**src/rtl/cpu_mem_pkg.sv**
```systemverilog
// Shared definitions for the pipeline-to-memory arbitration path.
//   - Default address/data widths.
//   - Arbiter state encoding: which requester owns the access issued last cycle.
//   - Owner constants used to steer the SRAM request mux.
package cpu_mem_pkg;

  localparam int unsigned ADDR_W_DEF = 32;
  localparam int unsigned DATA_W_DEF = 32;

  typedef enum logic [1:0] {
    ARB_IDLE      = 2'd0,
    ARB_RESP_INST = 2'd1,
    ARB_RESP_DATA = 2'd2
  } arb_state_e;

  localparam logic OWN_INST = 1'b0;
  localparam logic OWN_DATA = 1'b1;

endpackage

```
**src/rtl/arb_starve_counter.sv**
```systemverilog
// Saturating count of consecutive cycles in which the instruction requester
// asked for the SRAM but was denied. Once the count reaches STARVE_MAX while a
// request is pending, starve_hit tells the arbiter to let the fetch side win.
// Ports:
//   clk, resetn  : clock, asynchronous active-low reset
//   inst_req     : instruction request pending this cycle
//   inst_grant   : instruction request granted this cycle
//   starve_hit   : fetch side must win this cycle
module arb_starve_counter #(
  parameter int unsigned STARVE_MAX = 4
) (
  input  logic clk,
  input  logic resetn,
  input  logic inst_req,
  input  logic inst_grant,
  output logic starve_hit
);

  logic [3:0] cnt_q;
  logic [3:0] cnt_d;

  always_comb begin
    cnt_d = cnt_q;
    if (!inst_req || inst_grant) begin
      cnt_d = '0;
    end else if (cnt_q != 4'(STARVE_MAX)) begin
      cnt_d = cnt_q + 4'd1;
    end
  end

  // Depends only on the registered count, so there is no loop through the
  // grant logic that consumes it.
  assign starve_hit = inst_req && (cnt_q == 4'(STARVE_MAX));

  always_ff @(posedge clk or negedge resetn) begin
    if (!resetn) begin
      cnt_q <= '0;
    end else begin
      cnt_q <= cnt_d;
    end
  end

endmodule

```
**src/rtl/sram_port_arbiter.sv**
```systemverilog
// Shares one synchronous single-port SRAM between instruction fetch and the
// data (load/store) stage. One access issues per cycle; its response returns
// the next cycle. Data wins by default; the starvation counter forces a fetch
// grant after STARVE_MAX consecutive denials.
// Ports:
//   clk, resetn                       : clock, asynchronous active-low reset
//   inst_req/addr/flush               : fetch request, address, cancel
//   inst_addr_ok/data_ok/rdata        : fetch accept (comb), response, word
//   data_req/wr/wstrb/addr/wdata      : load/store request
//   data_addr_ok/data_ok/rdata        : data accept (comb), response, word
//   ram_en/wen/addr/wdata, ram_rdata  : SRAM port (read data one cycle later)
module sram_port_arbiter
  import cpu_mem_pkg::*;
#(
  parameter int unsigned ADDR_W     = ADDR_W_DEF,
  parameter int unsigned DATA_W     = DATA_W_DEF,
  parameter int unsigned STARVE_MAX = 4
) (
  input  logic                clk,
  input  logic                resetn,
  input  logic                inst_req,
  input  logic [ADDR_W-1:0]   inst_addr,
  output logic                inst_addr_ok,
  output logic                inst_data_ok,
  output logic [DATA_W-1:0]   inst_rdata,
  input  logic                inst_flush,
  input  logic                data_req,
  input  logic                data_wr,
  input  logic [DATA_W/8-1:0] data_wstrb,
  input  logic [ADDR_W-1:0]   data_addr,
  input  logic [DATA_W-1:0]   data_wdata,
  output logic                data_addr_ok,
  output logic                data_data_ok,
  output logic [DATA_W-1:0]   data_rdata,
  output logic                ram_en,
  output logic [DATA_W/8-1:0] ram_wen,
  output logic [ADDR_W-1:0]   ram_addr,
  output logic [DATA_W-1:0]   ram_wdata,
  input  logic [DATA_W-1:0]   ram_rdata
);

  arb_state_e state_q, state_d;
  logic       flush_q, flush_d;
  logic       starve_hit;
  logic       grant_data;
  logic       grant_inst;
  logic       owner;

  arb_starve_counter #(
    .STARVE_MAX (STARVE_MAX)
  ) u_starve (
    .clk        (clk),
    .resetn     (resetn),
    .inst_req   (inst_req),
    .inst_grant (grant_inst),
    .starve_hit (starve_hit)
  );

  // Grant and SRAM request mux. Gating with resetn keeps the SRAM idle and
  // both accepts low for the whole time reset is asserted.
  always_comb begin
    grant_data = resetn && data_req && !starve_hit;
    grant_inst = resetn && inst_req && !grant_data;
    owner      = grant_data ? OWN_DATA : OWN_INST;

    inst_addr_ok = grant_inst;
    data_addr_ok = grant_data;
    ram_en       = grant_data || grant_inst;
    ram_addr     = (owner == OWN_DATA) ? data_addr : inst_addr;
    ram_wdata    = data_wdata;
    ram_wen      = (grant_data && data_wr) ? data_wstrb : '0;
  end

  // Next state records the owner of the access issued this cycle.
  always_comb begin
    state_d = ARB_IDLE;
    if (grant_data) begin
      state_d = ARB_RESP_DATA;
    end else if (grant_inst) begin
      state_d = ARB_RESP_INST;
    end
    flush_d = grant_inst && inst_flush;
  end

  // Response demux: the registered state says who the returning word belongs
  // to; a fetch response is dropped if it was cancelled at issue (flush_q) or
  // is being cancelled now (inst_flush).
  always_comb begin
    inst_data_ok = (state_q == ARB_RESP_INST) && !flush_q && !inst_flush;
    data_data_ok = (state_q == ARB_RESP_DATA);
    inst_rdata   = ram_rdata;
    data_rdata   = ram_rdata;
  end

  always_ff @(posedge clk or negedge resetn) begin
    if (!resetn) begin
      state_q <= ARB_IDLE;
      flush_q <= 1'b0;
    end else begin
      state_q <= state_d;
      flush_q <= flush_d;
    end
  end

endmodule

```
**config.mk**
```make
export PLATFORM = sky130hd
export DESIGN_NAME = sram_port_arbiter
export DESIGN_NICKNAME = d
export VERILOG_FILES = /design/src/rtl/cpu_mem_pkg.sv /design/src/rtl/arb_starve_counter.sv /design/src/rtl/sram_port_arbiter.sv
export SDC_FILE = /design/constraint.sdc
export NUM_CORES = 1
export LEC_CHECK = 0
export BUFFER_PORTS_ARGS = -buffer_cell sky130_fd_sc_hd__buf_2
export CAP_MARGIN = 10
export CORE_AREA = 2 2 107 109
export CTS_CLUSTER_DIAMETER = 60
export DETAILED_ROUTE_END_ITERATION = 10
export DIE_AREA = 0 0 109 111
export SYNTH_ARGS = -nofsm -noshare
export SYNTH_HDL_FRONTEND = slang
export SYNTH_SLANG_ARGS = --single-unit
```
**constraint.sdc**
```tcl
create_clock -name clk -period 3.3 [get_ports clk]
set_input_delay 0.66 -clock clk [delete_from_list [all_inputs] [get_ports clk]]
set_output_delay 0.66 -clock clk [all_outputs]
set_load 0.02 [all_outputs]
```
==> impl.org, run 1 <==
** Layout
- For this run, the post-layout net count is 334.
- Finished layout cell area :: approximately 1600 um^2
- Core Util, Final :: 0.145
- Ratio of cells with drive above 1 in the final layout :: 0.762
- Number of inserted diodes :: 0
- Most common library cell in the layout ignoring fill and taps :: buf_2
- In the layout the commonest cells are buf_2 (114), mux2_2 (28), dfrtp_1 (7).
- The area growth from synthesis to layout is 5.40%.

** Worst setup path
- STA puts the critical path data arrival time at approximately 2100 ps.
- Cell-by-cell trace of the critical path :: inv_1, ha_1, and3b_1, a21oi_4, buf_12, mux2_2, buf_2
- For this run, the slowest stage of the critical path takes 370 ps.
- Required arrival time at the worst endpoint :: 2640 ps
- The critical path is of the reg -> out type.
- For this design, the slowest cell found on the critical path is mux2_2.
- Type of origin of the critical path :: register
- The worst setup path is captured at an output pin.
- Of all nets on the critical path, the largest fanout is 38.

** Timing
- Peak Freq :: 357 MHz
- The max-slew violation count is 0.
- Measured against its own limit, the worst slew margin works out to 0.832.
- Worst slew pin tran :: between 200 and 250 ps
- Setup repair after global routing missed its margin :: no
- Summed over all failing endpoints, the final setup total negative slack is 0 ps.
- The count of endpoints failing hold in the final timing report came to 0.
- Subtracting the final worst setup slack from the clock period gives between 2000 and 3000 ps.
- Portion of the clock cycle consumed by the worst path in the final layout :: 0.850
- For the final database, setup skew stands at between 1.5 and 2 ps.
- Number of failing setup endpoints in the final timing report :: 0

** Pwr
- Switching part of the total :: 0.303
- Reported net switching power :: about 0.15 mW
- The internal portion of the total power is 0.343 mW.
- The worst-case IR drop observed on VDD is 0.192 mV.
- Leak Pwr :: between 0.8 and 0.9 nW
- Power density over the cells :: between 300 and 400 nW/um^2
- The share of total power dissipated in combinational logic is 0.389.
- Of the total power, the clock network draws 0.420.
- The share of total power dissipated in sequential elements is 0.190.

** Global routing
- Maximum number of pins on one net before global-route repair :: 39
- Total overflow reported by the global router :: 0
- The first global-routing pass estimated 5300 um of wire.
- The number of global-route vias before repair was 1,163.
- Tot GR Track Use :: 0.0553
- The number of antenna violations at the first check in global routing came to 0.

** Die
- The die covers 12,100 um^2.
- The initialized floorplan defines 39 standard-cell rows.
- Std-Cell Core Area :: about 11,000 um^2
- Die Span Y :: 111 um
- I/O Pins :: 275
- Initial standard-cell utilization of the core :: 0.138
- Die X-Extent :: about 110 um

** Place
- HPWL after detailed placement :: 3010 um
- The congestion estimate from routability-driven global placement came to ~0.65.
- Input and output buffers added on the ports amount to around 110.
- Once placement finished, the instance area stood at around 1500 um^2.

** Drt
- Number of vias per cell :: ~3.3
- For this run, design rule violations remaining after detail routing come to 0.
- Detailed routing inserted a total of 1,111 vias.
- In this run the remaining antenna-violating nets after routing total 0.
- Number of DRC markers in iteration 0 :: 39
- Per-cell routed wire length :: approximately 11 um
- Aggregate routed wire length :: 3560 um
- First-pass iteration count of the detailed router :: 4

** Worst hold path
- Path class of the lowest-slack min-delay path :: in -> async

** Synthesis
- Post-Syn Area :: 1530 um^2
- Synthesized instance count :: 174
- Post-synthesis area per instance :: a little under 9 um^2
- The synthesized netlist contains 24 unique library cells.
- The synthesized design contains 7 register bits.
- The number of nets in the synthesized netlist is ~310.
- The largest total area in the synthesized netlist belongs to buf_4.
- Of the synthesized area, sequential elements account for 0.115.
- Yosys Warn Count :: 0
- Yosys attributes the largest share of cell area to buf_4 (47%), mux2_2 (21%), dfrtp_1 (11%).
- Yosys top cell area share :: 0.471

** Clock network
- Clock-pin slew on the worst setup and hold paths :: approximately 40 ps
- Once the clock tree was built, the resizer swapped 0 gates to a different size.
- The number of clock buffers added by TritonCTS is 3.
- TritonCTS built the clock tree.
- Hold buffer count at CTS :: 0
- The clock passes through at most 2 buffers.
- Later-pin clock latency in the skew report :: 230 ps
- Post-CTS timing repair inserted 0 buffers for setup.
- Root Buffer Master :: clkbuf_16
- Clock Sinks :: 7
- H-tree depth :: 1

** Run
- Max-cap violations in this run came to 0.

** Status
- Run status :: complete, no violations
final timing paths:
kind | from | endpoint | slack [ps] | depth (start not counted)
worst min-delay path | resetn | u_starve.cnt_q[2] | 280 | 1
worst min register to register | u_starve.cnt_q[1] | u_starve.cnt_q[1] | 570 | 2
max in group asynchronous | resetn | flush_q | 2830 | 1
worst max-delay path | u_starve.cnt_q[0] | ram_addr[26] | 500 | 7
min in group clk | u_starve.cnt_q[1] | u_starve.cnt_q[1] | 570 | 2
worst max register to register | u_starve.cnt_q[0] | state_q[1] | 1830 | 5
layout make-up:
class,instances,area [um^2]
clock buffers,4,78.8
well taps,143,179
repair buffers,115,591
multi-input cells,64,577
inverters,3,11.3
flip-flops and latches,7,175
fillers,1237,9470
per-layer routing:
layer  share of wire  track usage
met1            0.38       0.0603
met4           0.039       0.0436
met2            0.46       0.0820
met5               0            0
met3            0.13       0.0247
registers in the layout, summed over array words and instances (netlist names):
name,cells
u_starve.cnt_q,4
state_q,2
flush_q,1
synthesized netlist by cell type:
master	instances
nor3_1	2
nor4b_1	1
nor2_1	2
nand3b_1	1
buf_4	96
nand3_1	2
a21boi_0	1
ha_1	2
mux2_1	4
buf_6	4
o21a_1	1
and3b_1	1
inv_1	3
nor2b_1	1
nand2_1	4
and3_1	5
xnor2_1	2
a21oi_4	1
mux2_2	28
dfrtp_1	7
a21oi_1	2
and2_1	2
nand4b_1	1
nand2b_1	1
worst max-delay path: cells and delay by family (launching register included):
family / cells / cell delay, ps
buf+inv: 3 / 470
mux: 1 / 370
fa+ha+maj: 1 / 240
simple gates: 1 / 270
compound gates: 1 / 190
flops: 1 / 360
stage by stage:
stage	worst slack, ps	hold WS [ps]	power (mW)	cells
after floorplan	821	364	0.374	174
after global placement	724	521	0.285	332
after detailed placement	684	529	0.288	332
after CTS	472	283	0.498	336
after global routing	382	292	0.516	336
final	496	282	0.492	336
logic make-up (layout without fill, tap and decap cells):
family,Yosys count,in the layout,share of synthesized area
multiplexers,32,32,0.236
adder cells (fa/ha/maj),2,2,0.0164
buffers and inverters,103,122,0.508
XOR/XNOR,2,2,0.0115
AND/OR/NAND/NOR,23,23,0.0868
AO/OA/AOI/OAI,5,5,0.0270
flip-flops,7,7,0.115
power by group through the flow:
stage	Clock, mW	Combinational [mW]	Sequential [mW]
after floorplan	0	0.280	0.0939
after global placement	0	0.190	0.0945
after detailed placement	0	0.193	0.0948
after CTS	0.211	0.194	0.0937
after global routing	0.215	0.207	0.0943
final	0.207	0.192	0.0937
Note: power is estimated with default switching activity, not from simulation.
==> inputs of run 2 (changes only) <==
--- a/config.mk
+++ b/config.mk
@@ -7,10 +7,10 @@
 export LEC_CHECK = 0
 export BUFFER_PORTS_ARGS = -buffer_cell sky130_fd_sc_hd__buf_2
 export CAP_MARGIN = 10
-export CORE_AREA = 2 2 107 109
+export CORE_AREA = 2 2 108 110
 export CTS_CLUSTER_DIAMETER = 60
 export DETAILED_ROUTE_END_ITERATION = 10
-export DIE_AREA = 0 0 109 111
+export DIE_AREA = 0 0 110 112
 export SYNTH_ARGS = -nofsm -noshare
 export SYNTH_HDL_FRONTEND = slang
 export SYNTH_SLANG_ARGS = --single-unit
==> constraint.sdc (replaced) <==
create_clock -name clk -period 2.8 [get_ports clk]
set_input_delay 0.56 -clock clk [delete_from_list [all_inputs] [get_ports clk]]
set_output_delay 0.56 -clock clk [all_outputs]
set_load 0.02 [all_outputs]
==> impl.org, run 2 (synthesis results as in run 1) <==
** Worst setup path
- The kind of launch point of the worst setup path is a register (unchanged).
- The start-to-end type of the worst setup path is reg -> out (unchanged).
- The critical path required time was 2240 ps (was 2640 ps).
- The cell family contributing the most delay on the critical path was buffers and inverters (unchanged).
- The delay of the slowest critical-path stage came to 360 ps (was 370 ps).
- Worst Setup End Kind :: output pin (unchanged)
- Largest fanout on the critical path :: 9 (was 38)
- The count of buffering cells on the critical path with inverters included was 4 (was 3).
- Worst EP arrival :: 2140 ps (about the same)
- The library cell contributing the largest single delay on the critical path is dfrtp_1 (was mux2_2).
- Cell-by-cell trace of the critical path: inv_1, ha_1, and3b_1, a21oi_4, buf_12, clkbuf_16, mux2_2, buf_2 (was inv_1, ha_1, and3b_1, a21oi_4, buf_12, mux2_2, buf_2).

** Drt
- The detailed-routed wire length on met2 is 2630 um (was 1640 um).
- The wire length reported by the detailed router is 4850 um (was 3560 um).
- Wire length the detailed router placed on met1 :: 1610 um (was 1340 um)
- DRC viols :: 0 (unchanged)
- Top metal layer carrying routed signals :: met4 (unchanged)
- The overall via count from detail_route was 1,157 (was 1,111).
- Number of DRC markers in iteration 0 :: 30 (was 39)
- First-pass iteration count of the detailed router :: 4 (unchanged)
- Residual antenna-violating net count after detailed routing :: 0 (unchanged)
- Metal3 WL :: 523 um (was 445 um)
- Number of vias per cell :: 3.38 (was 3.31)
- Per-cell routed wire length :: 14.2 um (was 10.6 um)

** Global routing
- Number of antenna violations at the first check in global routing :: 0 (unchanged)
- The largest net degree at the start of global routing is 39 (unchanged).
- The aggregate global routing overflow was 0 (unchanged).
- Tot GR Track Use :: 0.0653 (was 0.0553)
- The first-pass GRT wire length came to 6000 um (was 5300 um).
- Vias in the first global route :: 1,128 (was 1,163)

** Timing
- Portion of the clock cycle consumed by the worst path in the final layout :: 0.965
- The max-slew violation count came to 0 (unchanged).
- Number of endpoints with negative hold slack in the final report :: 0 (unchanged)
- Post-layout minimum cycle time :: 2700 ps
- Peak Freq :: around 370 MHz
- The aggregate negative setup slack was 0 ps (unchanged).
- The final setup skew is 2.78 ps (was 1.70 ps).
- The final setup violation count is 0 (unchanged).
- Worst slew pin tran :: 280 ps (was 249 ps)
- The headroom to the max-slew limit was 0.811 (was 0.832).
- Setup repair after global routing missed its margin :: no (unchanged)

** Status
- Run status: complete, no violations (unchanged).

** Place
- IO Port Bufs :: 114 (unchanged)
- Routability Congestion :: 0.822 (was 0.647)
- The half-perimeter wire length of the detailed placement result is 3660 um (was 3010 um).
- The post-place instance area came to 1530 um^2 (unchanged).

** Run
- Max-cap violation count :: 0 (unchanged)

** Layout
- The leading cell type in the layout, fill and taps excluded is buf_2 (unchanged).
- The area added between synthesis and finish was 11.7% (was 5.40%).
- Ratio of cells with drive above 1 in the final layout :: 0.769 (was 0.762)
- The number of flip-flops under the largest register name was 4 (unchanged).
- The total number of nets in the final design was 340 (was 334).
- Highest-count cells in the layout ignoring fill and taps :: buf_2 (114), mux2_2 (28), dfrtp_1 (7) (unchanged)
- Finished layout cell area :: 1710 um^2 (was 1610 um^2)
- Largest reg by FF count :: u_starve.cnt_q (unchanged)
- Registers with the most flip-flops: u_starve.cnt_q: 4 flops, state_q: 2 flops, flush_q: 1 flops (unchanged).
- Number of inserted diodes :: 0 (unchanged)

** Pwr
- Switching part of the total :: 0.311 (was 0.303)
- The internal power is 0.418 mW (was 0.343 mW).
- Peak ir drop on the vdd network :: 0.237 mV (was 0.192 mV)
- The ratio of total power to cell area came to 355 nW/um^2 (was 305 nW/um^2).
- The switching power total is 0.189 mW (was 0.149 mW).
- Clock power share :: 0.409 (was 0.420)
- Leak Pwr :: 0.867 nW (was 0.819 nW)
- The power share of the combinational group came to 0.409 (was 0.389).
- The share of power burned in registers is 0.182 (was 0.190).

** Clock network
- Hold buffer count at CTS :: 0 (unchanged)
- The count of cells resized by post-cts repair came to 0 (unchanged).
- The number of clock sinks came to 7 (unchanged).
- Buffer count from post-CTS setup fixing :: 0 (unchanged)
- The number of buffers on the longest clock path came to 2 (unchanged).
- H-tree depth :: 1 (unchanged)
- Clock-pin slew on the worst setup and hold paths :: 40 ps (about the same)
- The library cell used as clock root buffer was clkbuf_16 (unchanged).
- The clock latency of the later-clocked register in the worst-skew pair is 230 ps (about the same).
- The CTS tree is done (unchanged).
- The clock buffer count from CTS came to 3 (unchanged).

** Die
- The floorplan die height was 112 um (was 111 um).
- Std-Cell Core Area :: 11,200 um^2 (was 11,100 um^2)
- The number of placement rows is 39 (unchanged).
- The horizontal die dimension is 110 um (was 109 um).
- The number of placed I/O pins is 275 (unchanged).
- The die area is 12,300 um^2 (was 12,100 um^2).
- The effective utilization at floorplan is 0.137 (was 0.138).

** Worst hold path
- The class of the worst hold path is in -> async (unchanged).
## run 2: stage by stage
step	hold WS, ps	power, mW	util	worst slack [ps]	cells
6_report	181	0.606	0.153	97.8	342
3_3_place_gp	425	0.337	0.137	367	332
2_1_floorplan	264	0.440	-	421	174
5_1_grt	194	0.638	0.153	11.1	342
4_1_cts	182	0.593	0.144	67.4	336
3_5_place_dp	430	0.342	0.137	320	332
## run 2: area by class of cell
cell class,count,area (um^2)
Clock buffer,4,78.8
Multi-Input combinational cell,64,577
Tap cell,143,179
Fill cell,1249,9470
Inverter,3,11.3
Sequential cell,7,175
Timing Repair Buffer,121,687
## run 2: power groups by stage
stage	clock network, mW	registers [mW]	logic, mW
after floorplan	0	0.111	0.330
after global placement	0	0.111	0.225
after detailed placement	0	0.112	0.230
after CTS	0.252	0.110	0.231
after global routing	0.259	0.111	0.267
final	0.248	0.110	0.248
## run 2: final timing paths
kind	startpoint	to	slack (ps)	depth (start not counted)
max	u_starve.cnt_q[0]	ram_addr[14]	100	8
max reg2reg	u_starve.cnt_q[0]	state_q[1]	1160	7
max in group asynchronous	resetn	flush_q	2420	1
min in group clk	u_starve.cnt_q[1]	u_starve.cnt_q[1]	570	2
min reg2reg	u_starve.cnt_q[1]	u_starve.cnt_q[1]	570	2
min	resetn	u_starve.cnt_q[2]	180	1
## run 2: metal layers
| layer | vias to the layer above | GRT usage |
|---|---|---|
| li1 | 523 | - |
| met1 | 510 | 0.0576 |
| met2 | 115 | 0.119 |
| met3 | 9 | 0.0310 |
| met4 | 0 | 0.0346 |
| met5 | - | 0 |
==> inputs of run 3 (changes only) <==
--- a/config.mk
+++ b/config.mk
@@ -11,6 +11,8 @@
 export CTS_CLUSTER_DIAMETER = 60
 export DETAILED_ROUTE_END_ITERATION = 10
 export DIE_AREA = 0 0 110 112
+export MAX_ROUTING_LAYER = met4
+export PLACE_DENSITY = 0.44
 export SYNTH_ARGS = -nofsm -noshare
 export SYNTH_HDL_FRONTEND = slang
 export SYNTH_SLANG_ARGS = --single-unit
==> impl.org, run 3 (synthesis results as in run 1) <==
** Drt
- The number of violations reported at the end of detailed-routing iteration 0 was 25 (was 30).
- The number of remaining DRC errors came to 0 (unchanged).
- Residual antenna-violating net count after detailed routing :: 0 (unchanged)
- Number of vias per cell :: 3.38 (about the same)
- Aggregate routed wire length :: 4990 um (was 4850 um)
- The count of TritonRoute iterations in the first routing pass was 4 (unchanged).
- Total number of vias :: 1,188 (was 1,157)
- Per-cell routed wire length :: 14.2 um (about the same)

** Clock network
- The clock latency of the later-clocked register in the worst-skew pair is 230 ps (about the same).
- The clock buffer count from CTS is 3 (unchanged).
- The number of clock sinks came to 7 (unchanged).
- The number of buffers on the longest clock path was 2 (unchanged).
- Clock-pin slew on the worst setup and hold paths :: 40 ps (about the same)
- The CTS tree is done (unchanged).
- Root Buffer Master :: clkbuf_16 (unchanged)
- The total number of H-tree levels was 1 (unchanged).
- The count of hold buffers inserted by post-cts repair came to 0 (unchanged).

** Status
- Run status: complete, no violations (unchanged).

** Worst setup path
- Largest fanout on the critical path :: 5 (was 9)
- Setup crit start :: u_starve.cnt_q[0] (unchanged)
- The kind of launch point of the worst setup path was a register (unchanged).
- Required arrival time at the worst endpoint :: 2240 ps (about the same)
- Worst EP arrival :: 2170 ps (was 2140 ps)
- The start-to-end type of the worst setup path is reg -> out (unchanged).
- The beginning of the worst register-to-register path was u_starve.cnt_q[0] (unchanged).
- The capturing element type of the critical path was an output pin (unchanged).

** Place
- Routability Congestion :: 0.766 (was 0.822)
- The post-place setup slack was 243 ps (was 320 ps).
- Area after detailed placement :: 1540 um^2 (was 1530 um^2)
- HPWL after detailed placement :: 3970 um (was 3660 um)
- The port buffer count was 114 (unchanged).

** Timing
- The headroom to the max-slew limit was 0.805 (was 0.811).
- The aggregate negative setup slack is 0 ps (unchanged).
- The post-route fraction of the period consumed by the critical path came to 0.975 (was 0.965).
- Post-layout minimum cycle time :: 2730 ps (was 2700 ps)
- The transition at the pin with the smallest max-transition slack is 290 ps (was 280 ps).
- Fin worst setup slack :: 70.7 ps (was 97.8 ps)
- The final setup skew was 1.43 ps (was 2.78 ps).
- Number of failing setup endpoints in the final timing report :: 0 (unchanged)
- Max Slew Vio Count :: 0 (unchanged)
- The peak clock frequency supported by timing was 366 MHz (was 370 MHz).
- The count of endpoints failing hold in the final timing report is 0 (unchanged).

** Layout
- Registers with the most flip-flops: u_starve.cnt_q: 4 flops, state_q: 2 flops, flush_q: 1 flops (unchanged).
- Ratio of cells with drive above 1 in the final layout :: 0.804 (was 0.769)
- Most common library cell in the layout ignoring fill and taps :: buf_2 (unchanged)
- Largest reg by FF count :: u_starve.cnt_q (unchanged)
- Area growth from synthesis to layout :: 19.1% (was 11.7%)
- Number of flip-flops in the largest register :: 4 (unchanged)
- Finished layout cell area :: 1820 um^2 (was 1710 um^2)
- Number of nets in the finished design :: 350 (was 340)
- Highest-count cells in the layout ignoring fill and taps: buf_2 (112), mux2_2 (28), buf_4 (11) (was buf_2 (114), mux2_2 (28), dfrtp_1 (7)).
- The number of inserted diodes came to 0 (unchanged).
- Filler cell count :: 1,253 (was 1,249)

** Run
- The number of maximum-capacitance violations is 0 (unchanged).

** Pwr
- The ratio of total power to cell area is 346 nW/um^2 (was 355 nW/um^2).
- The switching share of power was 0.306 (was 0.311).
- The worst supply voltage drop on vdd was 0.144 mV (was 0.237 mV).
- Clock power share :: 0.385 (was 0.409)
- Reported net switching power :: 0.192 mW (was 0.189 mW)
- The internal power is 0.437 mW (was 0.418 mW).
- Leak Pwr :: 0.928 nW (was 0.867 nW)
- Part of the power in registers :: 0.176 (was 0.182)
- Combinational fraction of design power :: 0.439 (was 0.409)

** Global routing
- Maximum number of pins on one net before global-route repair :: 21 (was 39)
- Highest-utilization routing layer at the global route stage :: met2 (unchanged)
- GR Layer Usage met3 :: 0.0234 (was 0.0310)
- Number of antenna violations at the first check in global routing :: 0 (unchanged)
- Tot GR Track Use :: 0.0702 (was 0.0653)
- Vias in the first global route :: 1,116 (was 1,128)
- The fraction of met1 tracks used by global routing came to 0.0705 (was 0.0576).
- Total overflow reported by the global router :: 0 (unchanged)
- The first-pass GRT wire length was 6150 um (was 6000 um).
- The met2 track demand over resource in global routing came to 0.122 (was 0.119).

** Die
- The number of placement rows came to 39 (unchanged).
- Std-Cell Core Area :: 11,200 um^2 (unchanged)
- I/O Pins :: 275 (unchanged)
- Initial standard-cell utilization of the core :: 0.137 (unchanged)
- Die Footprint :: 12,300 um^2 (unchanged)
- Die Span Y :: 112 um (unchanged)
- Die X-Extent :: 110 um (unchanged)

** Worst hold path
- Path class of the lowest-slack min-delay path :: in -> async (unchanged)
run 3: layout make-up:
cell class / instances / area [um^2] / area share
Clock buffer: 4 / 78.8 / 0.0433
Inverter: 3 / 11.3 / 0.00619
Multi-Input combinational cell: 64 / 594 / 0.326
Sequential cell: 7 / 175 / 0.0962
Tap cell: 143 / 179 / 0.0983
Timing Repair Buffer: 131 / 782 / 0.430
run 3: worst paths after layout:
check,end,slack (ps),depth (start not counted)
setup / recovery,ram_addr[9],70,8
min in group clk,u_starve.cnt_q[1],550,2
max in group asynchronous,state_q[0],2400,2
hold reg to reg,u_starve.cnt_q[1],550,2
hold / removal,u_starve.cnt_q[0],260,2
setup reg to reg,state_q[1],1190,7
run 3: what timing repair did:
item,in CTS,in global routing
cloned,0,2
pin swaps,0,1
setup endpoints to repair,1,32
resized for setup,1,19
buffers inserted,0,11
run 3: through the flow:
stage | hold WS, ps | std cells | total power, mW | utilization
floorplan | 264 | 174 | 0.440 | -
global placement | 514 | 335 | 0.346 | 0.138
detailed placement | 507 | 335 | 0.348 | 0.138
CTS | 264 | 339 | 0.599 | 0.145
global route | 278 | 352 | 0.666 | 0.163
finish | 261 | 352 | 0.629 | 0.163
run 3: worst max-delay path, cell delays in order (launching register included):
cell       delay [ps]
dfrtp_1           380
inv_2              70
ha_4              170
and3b_2           250
a21oi_4           270
clkbuf_16         190
buf_8             120
mux2_2            330
buf_2             160
run 3: power by group through the flow:
stage	sequential [mW]	combinational (mW)	clock, mW
floorplan	0.111	0.330	0
global placement	0.112	0.235	0
detailed placement	0.112	0.236	0
CTS	0.110	0.238	0.250
global route	0.111	0.297	0.258
finish	0.111	0.276	0.242
run 3: layer usage:
metal / vias up / part of all wire
met5: - / 0
met4: 0 / 0.013
met3: 7 / 0.10
met2: 111 / 0.52
met1: 525 / 0.36
li1: 545 / -
